==> src/rtl/ro_freq_compare.sv <==
// Ring-oscillator frequency comparator: counts rising edges of two synchronized RO outputs
// over a fixed window and reports which one is faster as a PUF response bit.
module ro_freq_compare #(
  parameter int unsigned CNT_W  = 16,
  parameter int unsigned WINDOW = 1024
) (
  input  logic             clk,
  input  logic             rst,
  input  logic             start,
  input  logic             ro_a,
  input  logic             ro_b,
  output logic             busy,
  output logic             done,
  output logic             response,
  output logic             tie,
  output logic [CNT_W-1:0] count_a,
  output logic [CNT_W-1:0] count_b
);

  typedef enum logic [2:0] {
    StIdle,
    StClear,
    StCount,
    StCompare,
    StDone
  } state_e;

  localparam logic [CNT_W-1:0] CntMax  = '1;
  localparam logic [CNT_W-1:0] WinLast = CNT_W'(WINDOW - 1);

  state_e             state_q, state_d;
  // [0] meta, [1] synchronized, [2] history
  logic [2:0]         sync_a_q, sync_a_d;
  logic [2:0]         sync_b_q, sync_b_d;
  logic [CNT_W-1:0]   win_q, win_d;
  logic [CNT_W-1:0]   cnt_a_q, cnt_a_d;
  logic [CNT_W-1:0]   cnt_b_q, cnt_b_d;
  logic [CNT_W-1:0]   count_a_q, count_a_d;
  logic [CNT_W-1:0]   count_b_q, count_b_d;
  logic               response_q, response_d;
  logic               tie_q, tie_d;
  logic               edge_a, edge_b;

  assign edge_a = sync_a_q[1] & ~sync_a_q[2];
  assign edge_b = sync_b_q[1] & ~sync_b_q[2];

  always_comb begin
    sync_a_d   = {sync_a_q[1:0], ro_a};
    sync_b_d   = {sync_b_q[1:0], ro_b};
    state_d    = state_q;
    win_d      = win_q;
    cnt_a_d    = cnt_a_q;
    cnt_b_d    = cnt_b_q;
    count_a_d  = count_a_q;
    count_b_d  = count_b_q;
    response_d = response_q;
    tie_d      = tie_q;

    unique case (state_q)
      StIdle: begin
        if (start) state_d = StClear;
      end
      StClear: begin
        win_d   = '0;
        cnt_a_d = '0;
        cnt_b_d = '0;
        state_d = StCount;
      end
      StCount: begin
        win_d = win_q + 1'b1;
        // Saturate rather than wrap so an overfast RO still compares as larger
        if (edge_a && (cnt_a_q != CntMax)) cnt_a_d = cnt_a_q + 1'b1;
        if (edge_b && (cnt_b_q != CntMax)) cnt_b_d = cnt_b_q + 1'b1;
        if (win_q == WinLast) state_d = StCompare;
      end
      StCompare: begin
        count_a_d  = cnt_a_q;
        count_b_d  = cnt_b_q;
        response_d = (cnt_a_q > cnt_b_q);
        tie_d      = (cnt_a_q == cnt_b_q);
        state_d    = StDone;
      end
      StDone: begin
        state_d = StIdle;
      end
      default: begin
        state_d = StIdle;
      end
    endcase
  end

  always_ff @(posedge clk or posedge rst) begin
    if (rst) begin
      state_q    <= StIdle;
      sync_a_q   <= '0;
      sync_b_q   <= '0;
      win_q      <= '0;
      cnt_a_q    <= '0;
      cnt_b_q    <= '0;
      count_a_q  <= '0;
      count_b_q  <= '0;
      response_q <= 1'b0;
      tie_q      <= 1'b0;
    end else begin
      state_q    <= state_d;
      sync_a_q   <= sync_a_d;
      sync_b_q   <= sync_b_d;
      win_q      <= win_d;
      cnt_a_q    <= cnt_a_d;
      cnt_b_q    <= cnt_b_d;
      count_a_q  <= count_a_d;
      count_b_q  <= count_b_d;
      response_q <= response_d;
      tie_q      <= tie_d;
    end
  end

  assign busy     = (state_q != StIdle);
  assign done     = (state_q == StDone);
  assign response = response_q;
  assign tie      = tie_q;
  assign count_a  = count_a_q;
  assign count_b  = count_b_q;

endmodule
==> config.mk <==
export PLATFORM = sky130hd
export DESIGN_NAME = ro_freq_compare
export DESIGN_NICKNAME = d
export VERILOG_FILES = /design/src/rtl/ro_freq_compare.sv
export SDC_FILE = /design/constraint.sdc
export NUM_CORES = 1
export LEC_CHECK = 0
export BUFFER_PORTS_ARGS = -buffer_cell sky130_fd_sc_hd__buf_4
export CELL_PAD_IN_SITES_DETAIL_PLACEMENT = 1
export CELL_PAD_IN_SITES_GLOBAL_PLACEMENT = 1
export CORE_UTILIZATION = 49
export CTS_BUF_LIST = sky130_fd_sc_hd__clkbuf_8 sky130_fd_sc_hd__clkbuf_16
export DETAILED_ROUTE_END_ITERATION = 12
export PLACE_DENSITY = 0.91
export SLEW_MARGIN = 20
export SYNTH_ARGS = -nofsm -noshare
export SYNTH_HDL_FRONTEND = slang
export SYNTH_SLANG_ARGS = --single-unit
==> constraint.sdc <==
create_clock -name clk -period 7.9 [get_ports clk]
set_input_delay 1.58 -clock clk [delete_from_list [all_inputs] [get_ports clk]]
set_output_delay 1.58 -clock clk [all_outputs]
set_load 0.03 [all_outputs]
# Word-level counts from Yosys, hierarchy flattened
# Index checks and enable logic that the tools add are counted.
[totals]
regBits = 91
inputBits = 5
out_inout_bits = 36
elab_cells = 46
[classes]
add_sub_neg = 3
order_cmp = 1
eq_ne = 12
muxes = 8
bitwise = 4
reduce_logical = 8
[ops]
columns = ["op", "count"]
rows = [
  ["$pmux 16 s2", 3],
  ["$add 16x1->16 const B", 3],
  ["$mux 16", 2],
  ["$ne 16x16->1 const B", 2],
  ["$eq 16x10->1 const B", 1],
  ["$eq 16x16->1", 1],
  ["$gt 16x16->1", 1],
  ["$pmux 3 s4", 1],
  ["$ne 2x2->1 const B", 4],
  ["$eq 3x2->1 const B", 2],
  ["$mux 3", 2],
  ["$reduce_and 2->1", 3],
  ["$eq 3x1->1 const B", 1],
  ["$eq 3x3->1 const B", 1],
  ["$logic_not 3->1", 1],
  ["$reduce_bool 3->1", 1],
  ["$and 1x1->1", 2],
  ["$logic_and 1x1->1", 2],
  ["$not 1->1", 2],
  ["$reduce_bool 2->1", 1],
]

# Logic depth before layout (Yosys ltp)
[logic_depth]
ltp_word = 5
depth_mapped = 8
depth_no_buf = 7

# Worst setup path after synthesis
# OpenSTA, ideal clock, no wires.
[synth_timing]
path_type = "reg-to-output"
start = "reg state_q[1]"
end = "out done"
arrival_time_ns = 1.238
required_time_ns = 6.320
slack_ns = 5.082
stages_incl_launch_ff = 3
n_path_buf = 1
path_cell_list = "dfrtp_1 > buf_4 > nor3b_1"
[synth_via]
elab_chain_cells = 1
[synth_lines]
columns = ["element", "line", "text"]
rows = [
  ["start, declared", "31", "state_e state_q, state_d;"],
  ["start signal, assigned", "94", "state_q <= StIdle;"],
  ["start signal, assigned", "105", "state_q <= state_d;"],
  ["$eq 3x3->1", "119", "assign done = (state_q == StDone);"],
  ["end, declared", "13", "output logic done,"],
]
# No other way between the ends.

# Worst setup path in the final report
[layout_timing]
start = "reg state_q[0]"
end = "out busy"
[layout_via]
elab_chain_cells = 1
[layout_lines]
columns = ["element", "line", "text"]
rows = [
  ["$reduce_bool 3->1", "118", "assign busy = (state_q != StIdle);"],
  ["end, declared", "12", "output logic busy,"],
]
# No other way between the ends.

==> impl_metrics.yaml <==
global_route:
  grt-busiest-layer: "met2"
  grtUsageMet2_pct: 46.4
  antenna_found_initial: 0
  grt_util_all_layers_pct: 26.7
  grt_overflow: 0
  grt_pass1_vias: 4043
  met3_usage_pct: 4.10
  grt_pass1_wl_microns: 19900
  grt_use_met1_pct: 32.8
  grt_max_degree: 54
place:
  placed_area_sq_mm: 0.00485
  numPortBuffers: 40
  dp_hpwl_microns: 8420
  finalWeightedCongestion: 0.814
  post-place-ws_ns: 5.23
cells_and_area:
  regArea_sq_mm: 0.00228
  drive_gt1_share_pct: 12.7
  area_growth_pct: 13.9
  diodes: 0
  multiInputGateArea_sq_mm: 0.00200
  nNetsFinal: 548
  final_common_cell: "nand2_1"
  nFillCells: 1030
  final_util_pct: 57.9
  final_area_sq_mm: 0.00507
  layout_common_cells: "nand2_1, dfrtp_1, buf_4"
clock_tree:
  cts_buffers: 9
  cts_hold_buf: 0
  cts_tree: "yes"
  cts_max_path_buffers: 2
  clock_sinks: 91
  cts_setup_buffers: 0
  cts_resized: 0
  clk_latency_ns: 0.38
  htree_levels: 3
  clock-root-buffer: "clkbuf_8"
  cts.reportedPaths.clkPinSlew_ns: 0.09
route:
  finalWirelength_microns: 11900
  num_vias: 3846
  first_iter_violations: 193
  wl_per_cell_microns: 18.7
  drcViolationCount: 0
  firstDrtPassIters: 4
  viasPerCell: 6.04
  ant_nets: 0
sta:
  period_needed_ns: 3.00
  hold_ws_ns: 0.356
  drv_slew: 0
  fin_ws_ns: 4.90
  min_period_over_period_pct: 38.0
  worst_pin_slew_ns: 0.895
  setup_viol: 0
  fmax_mhz: 333
  hold_viol_final: 0
  finClkSkew_ns: 0.0125
  rsz0062_at_grt: "false"
  relSlewSlack_pct: 40.3
  fin_tns_setup_ns: 0
synth:
  synth_area_leaders: "dfrtp_1, nand2_1, ha_1"
  syn_area_sq_mm: 0.00445
  async_flop_share_pct: 100
  synth.distinct_cells: 45
  syn_nets: 513
  synth_edf_count: 0
  synth_top_area_cell: "dfrtp_1"
  synth_flop_cell: "dfrtp_1"
  ys_ff_latch: 91
  syn_inst: 489
  syn_avg_cell_area_sq_um: 9.10
  netlist.area_leader.share_pct: 51.2
  synth-seq-area-share_pct: 51.2
  ys_warn_count: 0
floorplan:
  core_area_sq_mm: 0.00876
  start_util_pct: 50.8
  rows: 34
  die_w_microns: 97.3
  ios: 41
  fp.dieH_microns: 97.3
  dieArea_sq_mm: 0.00947
setup_path:
  slowest_delay_ns: 0.47
  cp_cell_sequence: "or3_1, buf_4"
  cp.arrival_ns: 1.42
  slowest_stage: "dfrtp_1"
  cp.required_ns: 6.32
  crit_path_end_kind: "output pin"
  cp-start-kind: "register"
  cp_max_fo: 10
  crit_type: "register to output pin"
worst_hold_path:
  hp-class: "register to register"
job:
  maxCapViolations: 0
power:
  power_density_mw_per_mm2: 236
  p_leak_nw: 2.41
  ir_drop_mv: 0.221
outcome:
  status: "finished, final reports clean"
==> area by class of cell <==
| class | count | area share, % |
|---|---|---|
| flip-flops and latches | 91 | 44.9 |
| multi-input cells | 355 | 39.4 |
| repair buffers | 45 | 7.06 |
| well taps | 108 | 2.66 |
| clock buffers | 9 | 2.44 |
| clock inverters | 7 | 1.85 |
| inverters | 22 | 1.65 |
==> metrics by stage <==
step	power [mW]	cells
6_report	1.20	637
3_5_place_dp	0.844	621
3_3_place_gp	0.825	620
2_1_floorplan	0.751	489
4_1_cts	1.20	637
5_1_grt	1.25	637
==> cell families (layout without fill, tap and decap cells) <==
kind of cell / after synthesis / in the layout / synth area share [%]
buffers and inverters: 43 / 83 / 3.93
muxes: 8 / 8 / 1.80
and+or+nand+nor: 233 / 233 / 25.2
adders and majority gates: 19 / 19 / 5.34
DFF: 91 / 91 / 51.2
xor gates and xnor gates: 5 / 5 / 0.984
AOI/OAI and AO/OA: 90 / 90 / 11.6
==> synthesized netlist by cell type, drive strengths merged, types with 3 or more instances <==
cell,instances
mux2i,8
a21oi,15
nor4,5
inv,21
nand4,15
nor3,9
nand2,111
nor2,17
and3,7
nor3b,7
or4,5
nand3,40
buf,7
or3,5
o22ai,3
xnor2,3
a31oi,6
dfrtp,91
o21ai,51
clkbuf,14
o31ai,4
ha,19
==> critical path, delay by kind of cell (launching register included) <==
kind,cells,cell delay [ns]
flip-flops,1,0.47
AND/OR/NAND/NOR,1,0.41
buffers and inverters,1,0.18
==> power by group <==
group,switching (mW),internal (mW)
Sequential,0.0427,0.499
Combinational,0.211,0.0911
Clock,0.175,0.178
==> metal layers <==
metal / part of all wire (%) / vias up / routed length (microns)
met5: 0 / - / 0
met4: 2.5 / 0 / 296
met3: 4.2 / 34 / 498
met2: 51 / 97 / 6120
met1: 42 / 1936 / 5010
li1: - / 1779 / -
==> path summary, 6_finish.rpt <==
kind	start	end	slack, ns	cells past startpoint
max	state_q[0]	busy	4.90	2
min	sync_b_q[0]	sync_b_q[1]	0.36	0
max reg2reg	state_q[1]	cnt_b_q[3]	5.19	4
min reg2reg	sync_b_q[0]	sync_b_q[1]	0.36	0
max in group asynchronous	rst	cnt_b_q[12]	5.93	4
min in group asynchronous	rst	count_a[9]	1.32	3
==> registers in the layout, indices dropped and copies added (netlist names) <==
name      cells
sync_b_q      3
cnt_b_q      16
sync_a_q      3
state_q       3
tie           1
count_a      16
response      1
cnt_a_q      16
win_q        16
count_b      16
Power figures use the tool's default switching activity.
